**config.mk**
```make
export PLATFORM = sky130hd
export DESIGN_NAME = tinyalu_op_driver
export DESIGN_NICKNAME = d
export VERILOG_FILES = /design/src/rtl/tinyalu_op_driver.sv
export SDC_FILE = /design/constraint.sdc
export NUM_CORES = 1
export LEC_CHECK = 0
export ABC_CLOCK_PERIOD_IN_PS = 6900
export CORE_UTILIZATION = 38
export CTS_BUF_LIST = sky130_fd_sc_hd__clkbuf_16
export DETAILED_ROUTE_END_ITERATION = 10
export HOLD_SLACK_MARGIN = 0.12
export SYNTH_ARGS = -nofsm -noshare
export SYNTH_HDL_FRONTEND = slang
export SYNTH_SLANG_ARGS = --single-unit
```
**constraint.sdc**
```tcl
create_clock -name clk -period 6.9 [get_ports clk]
set_input_delay 2.07 -clock clk [delete_from_list [all_inputs] [get_ports clk]]
set_output_delay 2.07 -clock clk [all_outputs]
set_load 0.02 [all_outputs]
```
**src/rtl/tinyalu_op_driver.sv**
```systemverilog
// tinyalu_op_driver: command FIFO feeding the TinyALU start/done protocol,
// returning each result with its operands on a valid/ready channel.
module tinyalu_op_driver #(
  parameter int DEPTH   = 4,
  parameter int TIMEOUT = 16
) (
  input  logic        clk,
  input  logic        reset_n,
  input  logic        cmd_valid,
  output logic        cmd_ready,
  input  logic [7:0]  cmd_a,
  input  logic [7:0]  cmd_b,
  input  logic [2:0]  cmd_op,
  output logic        rsp_valid,
  input  logic        rsp_ready,
  output logic [7:0]  rsp_a,
  output logic [7:0]  rsp_b,
  output logic [2:0]  rsp_op,
  output logic [15:0] rsp_result,
  output logic        rsp_err,
  output logic [7:0]  alu_a,
  output logic [7:0]  alu_b,
  output logic [2:0]  alu_op,
  output logic        alu_start,
  input  logic        alu_done,
  input  logic [15:0] alu_result,
  output logic        alu_reset_n
);

  localparam int AW = (DEPTH > 1) ? $clog2(DEPTH) : 1;
  localparam int CW = (TIMEOUT > 1) ? $clog2(TIMEOUT) : 1;

  typedef enum logic [2:0] {
    IDLE, BUSY, NOP, RSTP, RESP
  } state_t;

  typedef struct packed {
    logic [7:0] a;
    logic [7:0] b;
    logic [2:0] op;
  } cmd_t;

  cmd_t          mem_q [DEPTH];
  logic [AW-1:0] wr_q, rd_q;
  logic [AW:0]   cnt_q, cnt_d;
  logic          push, pop;
  cmd_t          head;
  logic          is_alu, is_rst;

  state_t        state_q;
  logic [CW-1:0] tcnt_q;
  logic [7:0]    alu_a_q, alu_b_q;
  logic [2:0]    alu_op_q;
  logic          alu_start_q, alu_rstn_q;
  logic          rsp_valid_q, rsp_err_q;
  logic [7:0]    rsp_a_q, rsp_b_q;
  logic [2:0]    rsp_op_q;
  logic [15:0]   rsp_res_q;

  assign cmd_ready = (cnt_q != (AW+1)'(DEPTH));
  assign push      = cmd_valid && cmd_ready;
  assign pop       = (state_q == IDLE) && (cnt_q != '0);
  assign head      = mem_q[rd_q];
  assign is_alu    = (head.op == 3'd1) || (head.op == 3'd2) ||
                     (head.op == 3'd3) || (head.op == 3'd4);
  assign is_rst    = (head.op == 3'd7);

  // Occupancy follows push/pop; a pop never frees a slot for a same-cycle push.
  always_comb begin
    cnt_d = cnt_q;
    unique case ({push, pop})
      2'b10:   cnt_d = cnt_q + 1'b1;
      2'b01:   cnt_d = cnt_q - 1'b1;
      default: cnt_d = cnt_q;
    endcase
  end

  // FIFO storage, written on push only.
  always_ff @(posedge clk) begin
    if (push) mem_q[wr_q] <= '{a: cmd_a, b: cmd_b, op: cmd_op};
  end

  // FIFO pointers and occupancy.
  always_ff @(posedge clk or negedge reset_n) begin
    if (!reset_n) begin
      wr_q  <= '0;
      rd_q  <= '0;
      cnt_q <= '0;
    end else begin
      if (push) wr_q <= wr_q + 1'b1;
      if (pop)  rd_q <= rd_q + 1'b1;
      cnt_q <= cnt_d;
    end
  end

  // Operation sequencer with registered ALU and response outputs.
  always_ff @(posedge clk or negedge reset_n) begin
    if (!reset_n) begin
      state_q     <= IDLE;
      tcnt_q      <= '0;
      alu_a_q     <= '0;
      alu_b_q     <= '0;
      alu_op_q    <= '0;
      alu_start_q <= 1'b0;
      alu_rstn_q  <= 1'b1;
      rsp_valid_q <= 1'b0;
      rsp_err_q   <= 1'b0;
      rsp_a_q     <= '0;
      rsp_b_q     <= '0;
      rsp_op_q    <= '0;
      rsp_res_q   <= '0;
    end else begin
      unique case (state_q)
        IDLE: begin
          if (pop) begin
            alu_a_q <= head.a;
            alu_b_q <= head.b;
            unique case (1'b1)
              is_alu: begin
                alu_op_q    <= head.op;
                alu_start_q <= 1'b1;
                tcnt_q      <= '0;
                state_q     <= BUSY;
              end
              is_rst: begin
                alu_op_q   <= head.op;
                alu_rstn_q <= 1'b0;
                state_q    <= RSTP;
              end
              default: begin
                alu_op_q    <= 3'd0;
                alu_start_q <= 1'b1;
                state_q     <= NOP;
              end
            endcase
          end
        end
        BUSY: begin
          if (alu_done) begin
            rsp_a_q     <= alu_a_q;
            rsp_b_q     <= alu_b_q;
            rsp_op_q    <= alu_op_q;
            rsp_res_q   <= alu_result;
            rsp_err_q   <= 1'b0;
            rsp_valid_q <= 1'b1;
            alu_start_q <= 1'b0;
            state_q     <= RESP;
          end else if (tcnt_q == CW'(TIMEOUT - 1)) begin
            rsp_a_q     <= alu_a_q;
            rsp_b_q     <= alu_b_q;
            rsp_op_q    <= alu_op_q;
            rsp_res_q   <= '0;
            rsp_err_q   <= 1'b1;
            rsp_valid_q <= 1'b1;
            alu_start_q <= 1'b0;
            state_q     <= RESP;
          end else begin
            tcnt_q <= tcnt_q + 1'b1;
          end
        end
        NOP: begin
          alu_start_q <= 1'b0;
          state_q     <= IDLE;
        end
        RSTP: begin
          alu_rstn_q <= 1'b1;
          state_q    <= IDLE;
        end
        RESP: begin
          if (rsp_ready) begin
            rsp_valid_q <= 1'b0;
            state_q     <= IDLE;
          end
        end
        default: state_q <= IDLE;
      endcase
    end
  end

  assign alu_a       = alu_a_q;
  assign alu_b       = alu_b_q;
  assign alu_op      = alu_op_q;
  assign alu_start   = alu_start_q;
  assign alu_reset_n = alu_rstn_q;
  assign rsp_valid   = rsp_valid_q;
  assign rsp_a       = rsp_a_q;
  assign rsp_b       = rsp_b_q;
  assign rsp_op      = rsp_op_q;
  assign rsp_result  = rsp_res_q;
  assign rsp_err     = rsp_err_q;

endmodule

```
==> summary.md, run 1 <==
| Metric | Value |
|---|---|
| GR Util met3 | approximately 5.0% |
| Total power draw | about 3.8 mW |
| Final min period | 3.80 ns |
| Sequential fraction of the synthesis area | 70.0% |
| Final hold vios | 0 |
| Cell taking the most area after synthesis | edfxtp_1 |
| Final Net Count | between 400 and 500 |
| Hold WC Path Type | reg2reg |
| CTS Buf Count | 17 |
| Synth top area share | 39.1% |
| Place WS | 2.95 ns |
| Layout cells sized above 1 | 19.9% |
| Fin Clk Skew | 0.00469 ns |
| Setup CP Type | reg2out |
| Slew headroom | between 20 and 30% |
| Achievable Freq | between 200 and 300 MHz |
| Initial antenna violation count | 0 |
| WHS | ~0.48 ns |
| Worst VDD drop | 248 uV |
| Power density cells | 498 nW/um^2 |
| Core footprint | 14800 sq um |
| Die height | 126 microns |
| Setup TNS | 0 ns |
| I/O pin count | just under 100 |
| Detailed Place HPWL | a little over 7 mm |
| DRT Pass-1 Iters | 4 |
| CTS tree | built |
| Top Family by Delay on Critical Path | buffers and inverters |
| H-tree depth | 4 |
| Critical Path Fanout Max | 6 |
| Combinational share of power | 37.8% |
| FF+latch count, synth | 148 |
| Final ANT Viol Nets | 0 |
| Largest net degree at the start of global routing | 73 |
| Routability cong. | 0.768 |
| Die Area | 15800 sq um |
| Clk root buf | clkbuf_16 |
| Clk pwr share | 24.1% |
| Area of the mapped netlist | 5830 sq um |
| Vias/cell | roughly 5.1 |
| Remaining DRCs | 0 |
| Clk sink count | 148 |
| EDFF count, synth | 76 |
| Actual slew at the worst max-slew pin | 1.08 ns |
| Synth unique cells | slightly below 50 |
| Grt met1 use | 18.8% |
| Status | finished, final reports clean |
| Die extent in x | 126 microns |
| Yosys warnings | 0 |
| Overflow left after global routing | 0 |
| Main flop type after synthesis | edfxtp_1 |
| Worst Path Buf+Inv | 2 |
| Site Rows | 44 |
| Syn Inst Count | 329 |
| Fin crit share | 55.1% |
| Final Max Slew Viols | 0 |
| Port Buffers | 98 |
| Synthesis-to-finish area growth | 29.6% |
| Leakage | 2.87 nW |
| Sw Ratio | roughly a third |
| Worst path cell trace | inv_1 > nand3_1 > clkdlybuf4s50_1 |
| Max_cap viols | 0 |
| Critical Path RT | 4.83 ns |
| Final wirelength | 10.9 mm |
| Worst skew pair latency | roughly 0.4 ns |
| Global Route Usage Sum | 15.0% |
| Number of global-route vias before repair | 3312 |
| WL per Instance | 17.3 microns |
| First-pass GRT wire length | roughly 18 mm |
| Crit start category | flop |
| Initial Util | between 30% and 40% |
| Ys async rst share | 48.6% |
| Antenna Cells | 0 |
| Crit end category | output pin |
| Setup Viol. Count Final | 0 |
| Worst-path clk slew | 0.06 ns |
| Post_cts resized | 0 |
| Critical path's slowest cell | clkdlybuf4s50_1 |
| RSZ-0062 raised after global routing | false |
| Syn Area/Cell | about 18 sq um |
| Design Area, Final | approximately 7600 sq um |
| Initial DRC Count | about 160 |
| Sw Pwr | about 1.2 mW |
| Sequential Power Share | 38.0% |
| Top Usage Layer GRT | met2 |
| Final WS setup | ~3.1 ns |
| Syn Nets | between 300 and 400 |
| Post-CTS setup buffers | 0 |
| CTS Hold Buffers Added | 0 |
| Top cells by area, synth | edfxtp_1, dfrtp_1, mux2_2 |
| Worst Path Arrival | 1.73 ns |
| Clk buf depth | 2 |
| Met2 GRT Util | roughly a quarter |
| Max incr delay on CP | approximately 0.66 ns |
| Cell Area, Placed | between 6000 and 7000 sq um |
| DR vias | 3209 |
| Internal power | 2.53 mW |
synthesized netlist by cell type, drive strengths merged, types with 2 or more instances:
cell     n
edfxtp  76
dfrtp   71
mux2    36
mux4    19
a22o    16
buf     11
inv     11
nor2     9
o21ai    9
nand2    8
nand3    7
ha       6
and3     5
nor3     5
a21oi    4
xnor2    4
clkbuf   3
or4      3
xor2     3
nand2b   2
o211ai   2
cells in the final DEF, fill, tap and decap left out, types with 8 or more instances in the layout:
cell	Yosys	final
a22o_1	16	16
clkbuf_16	0	17
clkdlybuf4s50_1	0	97
dfrtp_1	71	71
edfxtp_1	76	76
inv_1	11	12
mux2_2	36	36
mux4_2	12	12
nand2_1	8	8
nor2_1	8	8
o21ai_0	8	8
registers in the layout, summed over array words and instances, names as in the netlist:
signal and cells:
mem_q 76, rsp_result 16, alu_a 8, alu_b 8, rsp_a 8, rsp_b 8
tcnt_q 4, alu_op 3, cnt_q 3, rsp_op 3, state_q 3, rd_q 2
wr_q 2, alu_reset_n 1, alu_start 1, rsp_err 1, rsp_valid 1
metal layers:
layer | up-vias | share of wire (%)
li1 | 1481 | -
met1 | 1647 | 44
met2 | 65 | 51
met3 | 16 | 3.4
met4 | 0 | 1.6
met5 | - | 0
worst paths after layout:
path                                         startpoint                      end  slack (ns)  cells past startpoint
max in group asynchronous                       reset_n     rsp_b[2]$_DFFE_PN0P_        4.51                      1
worst min register to register  alu_reset_n$_DFFE_PN1P_  alu_reset_n$_DFFE_PN1P_        0.48                      2
worst min-delay path            alu_reset_n$_DFFE_PN1P_  alu_reset_n$_DFFE_PN1P_        0.48                      2
worst max-delay path               cnt_q[0]$_DFFE_PN0P_                cmd_ready        3.10                      3
min in group asynchronous                       reset_n    tcnt_q[3]$_DFFE_PN0P_        1.79                      1
worst max register to register   state_q[0]$_DFFE_PN0P_     cnt_q[2]$_DFFE_PN0P_        4.20                      8
logic make-up after synthesis:
kind of cell	Yosys count	synth area share, %
AND/OR/NAND/NOR	44	4.36
XOR/XNOR	7	1.05
flip-flops	148	70.0
multiplexers	56	14.9
AO/OA/AOI/OAI	41	5.49
buffers and inverters	26	2.51
adder cells (fa/ha/maj)	7	1.63
layout make-up:
class                           instances  area (sq um)
Clock buffer                           17           425
Clock inverter                         15           166
Inverter                               12          57.6
Timing Repair Buffer                  100           993
Fill cell                            1216          7200
Multi-Input combinational cell        155          1600
Tap cell                              184           230
Sequential cell                       148          4090
power groups by stage:
stage,registers (mW),logic [mW],clock network (mW)
2_1_floorplan,1.59,0.768,0
6_report,1.43,1.42,0.909
3_5_place_dp,1.45,1.45,0
3_3_place_gp,1.44,1.42,0
4_1_cts,1.44,1.45,0.933
5_1_grt,1.47,1.54,0.971
worst min-delay path, stage by stage (launching register included):
cell     delay, ns
dfstp_2       0.36
o21ai_0       0.06
nand2_1       0.05
per-stage QoR:
stage / std cells / utilization (%)
3_5_place_dp: 599 / 47.2
2_1_floorplan: 329 / -
6_report: 631 / 51.2
5_1_grt: 631 / 51.2
3_3_place_gp: 599 / 47.2
4_1_cts: 631 / 51.2
Power figures use the tool's default switching activity.
==> run 2, diff against run 1 <==
--- a/config.mk
+++ b/config.mk
@@ -5,7 +5,7 @@
 export SDC_FILE = /design/constraint.sdc
 export NUM_CORES = 1
 export LEC_CHECK = 0
-export ABC_CLOCK_PERIOD_IN_PS = 6900
+export ABC_CLOCK_PERIOD_IN_PS = 3100
 export CORE_UTILIZATION = 38
 export CTS_BUF_LIST = sky130_fd_sc_hd__clkbuf_16
 export DETAILED_ROUTE_END_ITERATION = 10
==> constraint.sdc (replaced) <==
create_clock -name clk -period 3.1 [get_ports clk]
set_input_delay 0.93 -clock clk [delete_from_list [all_inputs] [get_ports clk]]
set_output_delay 0.93 -clock clk [all_outputs]
set_load 0.02 [all_outputs]
==> run 2 against run 1 <==
  * Utilization up 0.059 points
  * Clock power increased by 100%
  * Non-clock buffer count up 8
  * Wire length up 2.6%
  * Clock-buffer cell count did not move
  * Critical path type is now reg2reg
  * Critical endpoint is now cnt_q[2]$_DFFE_PN0P_
  * Largest power group is now combinational cells
==> summary.md, run 2 (synthesized netlist as in run 1, its figures left out) <==
| Metric | Value |
|---|---|
| Reg-to-reg startpoint | state_q[0]$_DFFE_PN0P_ |
| Clk sink count | 148 (unchanged) |
| Most frequent cells in the layout | clkdlybuf4s50_1, edfxtp_1, dfrtp_1 |
| Clk root buf | clkbuf_16 |
| Max reg flops | 76 (unchanged) |
| Fill cells | 1255 (+3.2%) |
| Worst Path Arrival | 2.99 ns (+1.26 ns) |
| Most common cell after layout, fill and taps aside | clkdlybuf4s50_1 |
| WL per Instance | 17.6 microns (+1.3%) |
| Actual slew at the worst max-slew pin | 0.678 ns (-0.399 ns) |
| Seq. cell area | 4090 sq um (unchanged) |
| RSZ-0062 raised after global routing | false |
| Synthesis-to-finish area growth | 29.8% |
| Worst skew pair latency | 0.41 ns (about the same) |
| Worst VDD drop | 475 uV (+92%) |
| Critical Path Fanout Max | 19 (+13) |
| Fin crit share | 85.7% |
| Hold WC Path Type | reg2reg |
| CTS Buf Count | 17 (unchanged) |
| Setup TNS | 0 ns (unchanged) |
| Cell mode on critical path | xor2_1 |
| Die height | 126 microns (unchanged) |
| Top Family by Delay on Critical Path | simple AND/OR/NAND/NOR gates |
| Post_cts resized | 0 (unchanged) |
| Status | finished, final reports clean |
| Setup CP Type | reg2reg |
| Final WS setup | 0.443 ns (-2.65 ns) |
| Setup Viol. Count Final | 0 (unchanged) |
| Core footprint | 14800 sq um (unchanged) |
| Biggest register | mem_q |
| Reg2Reg Setup Slack | 0.44 ns (-3.76 ns) |
| Initial Util | 39.5% (unchanged) |
| Worst Path Buf+Inv | 2 (unchanged) |
| CTS tree | built |
| Place WS | 0.348 ns (-2.61 ns) |
| Antenna Cells | 0 (unchanged) |
| Area of the multi-input gates | 1600 sq um (unchanged) |
| Die extent in x | 126 microns (unchanged) |
| Hold Startpoint | alu_reset_n$_DFFE_PN1P_ |
| Routability cong. | 0.778 (+1.2%) |
| Max_cap viols | 0 (unchanged) |
| Worst path cell trace | or4_1 > clkinv_8 > ha_1 > inv_1 > fa_1 > xor2_1 > nor2_1 > xor2_1 |
| Initial antenna violation count | 0 (unchanged) |
| Crit end category | flop |
| Power density cells | 1080 nW/um^2 (+120%) |
| Site Rows | 44 (unchanged) |
| DRT Pass-1 Iters | 4 (unchanged) |
| Fin Clk Skew | 0.00660 ns (+0.00191 ns) |
| Initial DRC Count | 184 (+18%) |
| Vias/cell | 5.08 (about the same) |
| Remaining DRCs | 0 (unchanged) |
| Final min period | between 2 and 3 ns |
| Post-CTS setup buffers | 0 (unchanged) |
| Max incr delay on CP | 0.79 ns (+0.13 ns) |
| Number of global-route vias before repair | 3322 (+0.30%) |
| Port Buffers | 98 (unchanged) |
| Final ANT Viol Nets | 0 (unchanged) |
| WHS | 0.487 ns (+0.0108 ns) |
| Final Max Slew Viols | 0 (unchanged) |
| Total power draw | 8.21 mW (+120%) |
| Critical Path RT | 3.43 ns (-1.40 ns) |
| H-tree depth | 4 (unchanged) |
| Final hold vios | 0 (unchanged) |
| Cell Area, Placed | 7040 sq um (+1.0%) |
| Crit start category | flop |
| Worst-path clk slew | 0.06 ns (about the same) |
| Final Net Count | 489 (+1.7%) |
| Final wirelength | 11.2 mm (+2.6%) |
| Detailed Place HPWL | 7.25 mm (+3.0%) |
| Critical path's slowest cell | or4_1 |
| Worst Reg-to-Reg Cells | 8 (unchanged) |
| Leakage | 2.91 nW (+1.2%) |
| Largest net degree at the start of global routing | 49 (-33%) |
| Layout cells sized above 1 | 20.2% (+0.31 points) |
| R2R Path End | cnt_q[2]$_DFFE_PN0P_ |
| Achievable Freq | 376 MHz |
| Die Area | 15800 sq um (unchanged) |
| Hold Crit Endpoint | alu_reset_n$_DFFE_PN1P_ |
| Slew headroom | 54.8% (+27 points) |
| Clk buf depth | 2 (unchanged) |
| Design Area, Final | 7570 sq um (+0.12%) |
| I/O pin count | 99 (unchanged) |
| Overflow left after global routing | 0 (unchanged) |
| Hold path cells | 2 (unchanged) |
| DR vias | 3248 (+1.2%) |
| CTS Hold Buffers Added | 0 (unchanged) |
| Global Route Usage Sum | 15.5% (+0.44 points) |
| First-pass GRT wire length | 18.2 mm (+2.3%) |
run 2: changes by cell type in the layout (fill, tap and decap cells not counted):
| cell | delta |
|---|---|
| clkinvlp_4 | -3 |
| inv_1 | +3 |
| clkinv_1 | +2 |
| buf_4 | +7 |
| bufinv_16 | -2 |
| buf_12 | +1 |
run 2: metrics by stage:
step	std cells	util, %
global route	639	51.3
floorplan	329	-
CTS	639	51.3
finish	639	51.3
global placement	607	47.7
detailed placement	607	47.7
run 2: report_power, final:
part | switching [mW] | total (mW) | internal (mW) | leakage (nW)
Clock | 0.742 | 1.82 | 1.08 | 0.268
Combinational | 1.57 | 3.21 | 1.64 | 1.07
Sequential | 0.414 | 3.18 | 2.77 | 1.57
Total | 2.73 | 8.21 | 5.48 | 2.91
run 2: metal layers:
| metal | vias up | share of wire (%) | routed length [microns] | global-route usage (%) |
|---|---|---|---|---|
| met3 | 10 | 3.3 | 372 | 4.16 |
| met4 | 0 | 1.5 | 170 | 6.87 |
| li1 | 1493 | - | - | - |
| met2 | 55 | 52 | 5810 | 25.1 |
| met5 | - | 0 | 0 | 0 |
| met1 | 1690 | 43 | 4880 | 19.5 |
run 2: layout make-up:
type | instances | area share [%]
multi-input cells | 155 | 21.1
well taps | 184 | 3.04
repair buffers | 108 | 14.1
inverters | 12 | 0.761
clock buffers | 17 | 5.62
flip-flops and latches | 148 | 54.0
clock inverters | 15 | 1.36
run 2: worst max path at each step:
stage                            from                   end  slack, ns  cells past startpoint
6_report       state_q[0]$_DFFE_PN0P_  cnt_q[2]$_DFFE_PN0P_       0.44                      8
5_1_grt        state_q[0]$_DFFE_PN0P_  cnt_q[2]$_DFFE_PN0P_       0.24                      8
4_1_cts          cnt_q[0]$_DFFE_PN0P_             cmd_ready       0.42                      3
3_5_place_dp                cmd_valid  cnt_q[2]$_DFFE_PN0P_       0.35                      9
3_3_place_gp                cmd_valid  cnt_q[2]$_DFFE_PN0P_       0.40                      9
2_1_floorplan  state_q[0]$_DFFE_PN0P_  cnt_q[2]$_DFFE_PN0P_       0.68                     11
run 2: worst min-delay path: cells and delay by family, from the launching register on:
kind             cells  cell delay, ns
flip-flops           1            0.36
AO/OA/AOI/OAI        1            0.07
AND/OR/NAND/NOR      1            0.06
